## src/rtl/program_loader_pkg.sv

```systemverilog
// Shared constants and state encoding for the program loader.
// The DEF_* values are the default memory geometry.
package program_loader_pkg;

  localparam int DEF_MEM_ADDR_SIZE = 5;
  localparam int DEF_WORD_SIZE     = 16;
  localparam int DEF_MEM_SIZE      = 32;
  localparam int CHECKSUM_SIZE     = 16;

  typedef enum logic [1:0] {
    ST_IDLE   = 2'd0,
    ST_LOAD   = 2'd1,
    ST_VERIFY = 2'd2,
    ST_DONE   = 2'd3
  } loader_state_t;

endpackage

```

## src/rtl/loader_checksum.sv

```systemverilog
// Modular (carry-discarding) word accumulator with synchronous clear and add enable.
// sum_next exposes the post-add value so a final compare needs no extra cycle.
module loader_checksum
  import program_loader_pkg::*;
#(
  parameter int WIDTH = CHECKSUM_SIZE
) (
  input  logic             clock,
  input  logic             reset,
  input  logic             clear,
  input  logic             add_en,
  input  logic [WIDTH-1:0] word,
  output logic [WIDTH-1:0] sum,
  output logic [WIDTH-1:0] sum_next
);

  assign sum_next = sum + word;

  always_ff @(posedge clock or negedge reset) begin
    if (!reset) begin
      sum <= '0;
    end else if (clear) begin
      sum <= '0;
    end else if (add_en) begin
      sum <= sum_next;
    end
  end

endmodule

```

## src/rtl/program_loader.sv

```systemverilog
// Streams host words into memory from LOAD_BASE; the optional readback checksum pass
// is compiled in with LOADER_VERIFY_EN.
// state  | meaning
// IDLE   | waiting for start_load
// LOAD   | accepting words, one write strobe per accepted word
// VERIFY | sweeping written addresses and summing read data
// DONE   | load_complete pulse is visible this cycle
module program_loader
  import program_loader_pkg::*;
#(
  parameter int MEM_ADDR_SIZE = DEF_MEM_ADDR_SIZE,
  parameter int WORD_SIZE     = DEF_WORD_SIZE,
  parameter int MEM_SIZE      = DEF_MEM_SIZE,
  parameter int LOAD_BASE     = 0
) (
  input  logic                     clock,
  input  logic                     reset,
  input  logic                     start_load,
  input  logic [MEM_ADDR_SIZE:0]   length,
  input  logic                     in_valid,
  input  logic [WORD_SIZE-1:0]     in_data,
  output logic                     in_ready,
  output logic [MEM_ADDR_SIZE-1:0] mem_addr,
  output logic [WORD_SIZE-1:0]     mem_write_data,
  output logic                     mem_write,
  input  logic [WORD_SIZE-1:0]     mem_read_data,
  output logic                     busy,
  output logic                     load_complete,
  output logic [MEM_ADDR_SIZE:0]   words_loaded,
  output logic                     verify_error
);

  localparam int CW = MEM_ADDR_SIZE + 1;
  localparam logic [CW-1:0]            MEM_SIZE_C = CW'(MEM_SIZE);
  localparam logic [MEM_ADDR_SIZE-1:0] BASE_ADDR  = MEM_ADDR_SIZE'(LOAD_BASE);
  localparam logic [MEM_ADDR_SIZE-1:0] LAST_ADDR  = MEM_ADDR_SIZE'(MEM_SIZE - 1);

  function automatic logic [MEM_ADDR_SIZE-1:0] wrap_inc(input logic [MEM_ADDR_SIZE-1:0] a);
    return (a == LAST_ADDR) ? '0 : a + MEM_ADDR_SIZE'(1);
  endfunction

  loader_state_t            state;
  logic [CW-1:0]            load_len;
  logic [MEM_ADDR_SIZE-1:0] wr_ptr;
  logic [CW-1:0]            len_clamped;
  logic                     transfer;

  assign len_clamped = (length > MEM_SIZE_C) ? MEM_SIZE_C : length;
  assign in_ready    = (state == ST_LOAD) && (words_loaded < load_len);
  assign transfer    = in_valid && in_ready;

`ifdef LOADER_VERIFY_EN
  logic                     chk_clear;
  logic [CW-1:0]            ver_cnt;
  logic                     addr_active;
  logic                     rd_en;
  logic [CHECKSUM_SIZE-1:0] load_sum;
  logic [CHECKSUM_SIZE-1:0] rb_sum_unused;
  logic [CHECKSUM_SIZE-1:0] rb_next;
  logic [CHECKSUM_SIZE-1:0] load_next_unused;

  assign chk_clear = (state == ST_IDLE) && start_load;

  loader_checksum #(.WIDTH(CHECKSUM_SIZE)) u_load_sum (
    .clock    (clock),
    .reset    (reset),
    .clear    (chk_clear),
    .add_en   (transfer),
    .word     (CHECKSUM_SIZE'(in_data)),
    .sum      (load_sum),
    .sum_next (load_next_unused)
  );

  loader_checksum #(.WIDTH(CHECKSUM_SIZE)) u_read_sum (
    .clock    (clock),
    .reset    (reset),
    .clear    (chk_clear),
    .add_en   (rd_en),
    .word     (CHECKSUM_SIZE'(mem_read_data)),
    .sum      (rb_sum_unused),
    .sum_next (rb_next)
  );
`else
  logic read_data_unused;
  assign read_data_unused = ^mem_read_data;
  assign verify_error     = 1'b0;
`endif

  always_ff @(posedge clock or negedge reset) begin
    if (!reset) begin
      state          <= ST_IDLE;
      load_len       <= '0;
      wr_ptr         <= '0;
      mem_addr       <= '0;
      mem_write_data <= '0;
      mem_write      <= 1'b0;
      busy           <= 1'b0;
      load_complete  <= 1'b0;
      words_loaded   <= '0;
`ifdef LOADER_VERIFY_EN
      ver_cnt        <= '0;
      addr_active    <= 1'b0;
      rd_en          <= 1'b0;
      verify_error   <= 1'b0;
`endif
    end else begin
      mem_write     <= 1'b0;
      load_complete <= 1'b0;
      case (state)
        ST_IDLE: begin
          if (start_load) begin
            load_len     <= len_clamped;
            words_loaded <= '0;
            wr_ptr       <= BASE_ADDR;
`ifdef LOADER_VERIFY_EN
            verify_error <= 1'b0;
`endif
            if (len_clamped == '0) begin
              state         <= ST_DONE;
              load_complete <= 1'b1;
            end else begin
              state <= ST_LOAD;
              busy  <= 1'b1;
            end
          end
        end
        ST_LOAD: begin
          if (transfer) begin
            mem_addr       <= wr_ptr;
            mem_write_data <= in_data;
            mem_write      <= 1'b1;
            wr_ptr         <= wrap_inc(wr_ptr);
            words_loaded   <= words_loaded + CW'(1);
          end else if (words_loaded == load_len) begin
            // one cycle after the last accept, so its strobe is already out
`ifdef LOADER_VERIFY_EN
            state       <= ST_VERIFY;
            mem_addr    <= BASE_ADDR;
            ver_cnt     <= CW'(1);
            addr_active <= 1'b1;
`else
            state         <= ST_DONE;
            load_complete <= 1'b1;
            busy          <= 1'b0;
`endif
          end
        end
`ifdef LOADER_VERIFY_EN
        ST_VERIFY: begin
          rd_en <= addr_active;
          if (ver_cnt < load_len) begin
            mem_addr    <= wrap_inc(mem_addr);
            ver_cnt     <= ver_cnt + CW'(1);
            addr_active <= 1'b1;
          end else begin
            addr_active <= 1'b0;
          end
          // read data trails its address by one cycle
          if (rd_en && !addr_active) begin
            verify_error  <= (rb_next != load_sum);
            state         <= ST_DONE;
            load_complete <= 1'b1;
            busy          <= 1'b0;
          end
        end
`endif
        ST_DONE: state <= ST_IDLE;
        default: state <= ST_IDLE;
      endcase
    end
  end

endmodule
```

## config.mk

```make
export PLATFORM = sky130hd
export DESIGN_NAME = program_loader
export DESIGN_NICKNAME = d
export VERILOG_FILES = /design/src/rtl/program_loader_pkg.sv /design/src/rtl/loader_checksum.sv /design/src/rtl/program_loader.sv
export SDC_FILE = /design/constraint.sdc
export NUM_CORES = 1
export LEC_CHECK = 0
export ABC_AREA = 1
export CAP_MARGIN = 10
export CORE_UTILIZATION = 55
export DETAILED_ROUTE_END_ITERATION = 8
export DONT_BUFFER_PORTS = 1
export GPL_ROUTABILITY_DRIVEN = 0
export PLACE_DENSITY = 0.7
export SLEW_MARGIN = 5
export SYNTH_ARGS = -nofsm -noshare
export SYNTH_HDL_FRONTEND = slang
export SYNTH_SLANG_ARGS = --single-unit
```

## constraint.sdc

```tcl
create_clock -name clock -period 4.36 [get_ports clock]
set_clock_uncertainty 0.15 [all_clocks]
set_input_delay 0.436 -clock clock [delete_from_list [all_inputs] [get_ports clock]]
set_output_delay 0.436 -clock clock [all_outputs]
set_load 0.05 [all_outputs]
```

==> summary.md <==
| Metric | Value |
|---|---|
| Status | completed |
| Xor/xnor cell area share of the yosys netlist | 1.26% |
| Startpoint types | register |
| Yosys reg bits | 43 |
| Initial antenna violation count | 0 |
| Core region area | 3470 um2 |
| Max cap viols | 0 |
| Global-route met2 utilization | 36.7% |
| Top cells by area, synth | dfrtp_1 (52%), nand2_1 (16%), inv_1 (5.6%) |
| Cell count after synthesis | 246 |
| Die Ht | 63.5 um |
| DRC | 0 |
| Crit path buf inv count | 2 |
| Die area | 4030 um2 |
| Fmax | 366 MHz |
| Critical-path maximum fanout | 29 |
| Commonest non-fill, non-tap cell in the layout | nand2_1 |
| Worst-path clk slew | 0.08 ns |
| Initial Utilization | 60.0% |
| Critical path arrival | 2.81 ns |
| Vias per inst | 5.10 |
| Worst-Margin Slew | 0.617 ns |
| Syn_nets | 297 |
| CTS tree | yes |
| Largest net degree at the start of global routing | 44 |
| Netlist cell types | 27 |
| Crit path kind | reg -> reg |
| Row count | 21 |
| Syn avg cell area | 8.45 um2 |
| Die span in x | 63.5 um |
| Gr usage total | 22.4% |
| Layout area overhead | 6.92% |
| CP top delay family | simple AND/OR/NAND/NOR gates |
| # H-tree levels | 2 |
| Final net count | 300 |
| Max_slew headroom | 58.9% |
| Worst setup margin | 1.63 ns |
| Met1 Use GR | 27.5% |
| Final Critical Period | 2.73 ns |
| Top_reg_cell synth | dfrtp_1 |
| Gr busiest metal | met2 |
| TritonCTS buffer count | 5 |
| Crit-path slowest cell | dfrtp_1 |
| Synth warn | 0 |
| Largest family of logic cells by synthesized area | simple AND/OR/NAND/NOR gates |
| Detailed-route via count | 1509 |
| Drt pass-1 iters | 4 |
| Most frequent cells in the layout | nand2_1 (91), dfrtp_1 (43), inv_1 (31) |
| Post-synthesis mux area share | 0% |
| Starting DRC count in detailed routing | 116 |
| Maximum VDD drop | 431 uV |
| HPWL after DPL | 2700 um |
| Vias in the first global route | 1572 |
| Routed WL per cell | 12.9 um |
| Dpl ws | 1.64 ns |
| CP Cell Sequence | ha_1, nand2_2, nor2_4, nand2_2, nand4_2, buf_4, nand2_1, inv_1, nand2_1, o21ai_0 |
| P_leak | 1.21 nW |
| Max stage delay on crit path | 0.62 ns |
| Synth top area share | 51.7% |
| Ant. Diodes | 0 |
| Post-synthesis adder-cell area fraction | 5.42% |
| # Post-CTS Setup Buffers | 0 |
| Port buffer count | 0 |
| Hold Crit Class | in -> reg |
| Post-synthesis sequential area ratio | 51.7% |
| Pwr/cell area | 903 nW/um2 |
| Clk Latency, worst-skew pair | 0.30 ns |
| EDFF count, synth | 0 |
| First-pass GRT wire length | 6820 um |
| Setup violations, final | 0 |
| Num ports | 74 |
| CP Capture Type | register |
| Synth Area in Compound Gates | 6.26% |
| Critical Path RT | 4.43 ns |
| Post-synthesis simple-gate area fraction | 26.0% |
| # clock sinks | 43 |
| Synth Cell Area | 2080 um2 |
| Antenna Nets Post-Route | 0 |
| Final WL | 3830 um |
| RSZ-0062 raised after global routing | no |
| Final hold violation count | 0 |
| Setup TNS | 0 ns |
| Clock Path Buffers | 2 |
| Asr flop ratio synth | 100% |
| Final period utilization | 62.7% |
| Share of cells above drive strength 1 | 9.60% |
| Met3 GRT Util | 4.89% |
| Grt ovf | 0 |
| Root Buffer | clkbuf_8 |
| Cell taking the most area after synthesis | dfrtp_1 |
| Final-report max-slew violation count | 0 |
layout make-up:
type / count / area, um2
fill: 325 / 1240
tap: 46 / 57.6
clock buffer: 5 / 68.8
clock inverter: 3 / 43.8
sequential: 43 / 1080
multi-input combinational: 163 / 813
inverter: 33 / 126
timing repair buffer: 3 / 37.5
routing by layer:
layer	up-vias	routed length (um)
met5	-	0
met1	698	1720
met2	38	1820
met4	0	80
met3	7	199
li1	766	-
Yosys cell counts (2+ instances only):
| cell | n |
|---|---|
| or2_2 | 2 |
| a21oi_1 | 4 |
| inv_1 | 31 |
| ha_1 | 9 |
| nand2_1 | 91 |
| buf_4 | 4 |
| buf_6 | 3 |
| o22ai_1 | 3 |
| dfrtp_1 | 43 |
| o21ai_1 | 4 |
| o21ai_2 | 4 |
| nor2_1 | 15 |
| xor2_1 | 3 |
| nand3_1 | 12 |
| o21ai_0 | 4 |
| nand2_2 | 3 |
flip-flops by register name, indices dropped and copies added (netlist names):
signal          count
mem_addr            5
wr_ptr              5
words_loaded        6
load_len            6
mem_write_data     16
busy                1
load_complete       1
state               2
mem_write           1
power by group:
part	internal [mW]	switching [mW]	total [mW]
sequential	0.559	0.528	1.09
combinational	0.205	0.405	0.610
clock	0.170	0.140	0.310
cells by family after synthesis:
kind of cell,Yosys count
other,1
buffers and inverters,40
DFF,43
and+or+nand+nor,129
xor gates and xnor gates,3
AOI/OAI and AO/OA,21
adders and majority gates,9
metrics by stage:
| stage | utilization [%] | area [um2] | std cells | hold WS [ns] | total power [mW] |
|---|---|---|---|---|---|
| global route | 64.1 | 2220 | 296 | 0.0846 | 2.17 |
| floorplan | - | 2080 | 246 | -0.00959 | 1.61 |
| global placement | 60.0 | 2080 | 286 | -0.00859 | 1.68 |
| finish | 64.1 | 2220 | 296 | 0.0878 | 2.01 |
| detailed placement | 60.0 | 2080 | 286 | -0.00843 | 1.70 |
| CTS | 64.1 | 2220 | 296 | 0.0790 | 2.03 |
worst paths after layout:
check | startpoint | end | slack, ns | cells after the start
setup / recovery | words_loaded[5] | words_loaded[3] | 1.63 | 10
hold / removal | in_data[8] | mem_write_data[8] | 0.09 | 2
setup reg to reg | words_loaded[5] | words_loaded[3] | 1.63 | 10
hold reg to reg | wr_ptr[4] | wr_ptr[4] | 0.36 | 2
max in group asynchronous | reset | mem_write_data[5] | 3.42 | 2
min in group asynchronous | reset | load_len[2] | 0.44 | 2
what timing repair did:
action | in CTS | in global routing
hold buffers | 2 | 0
hold endpoints to repair | 43 | 0
resized for setup | 0 | 0
(Power assumes the default switching activity.)
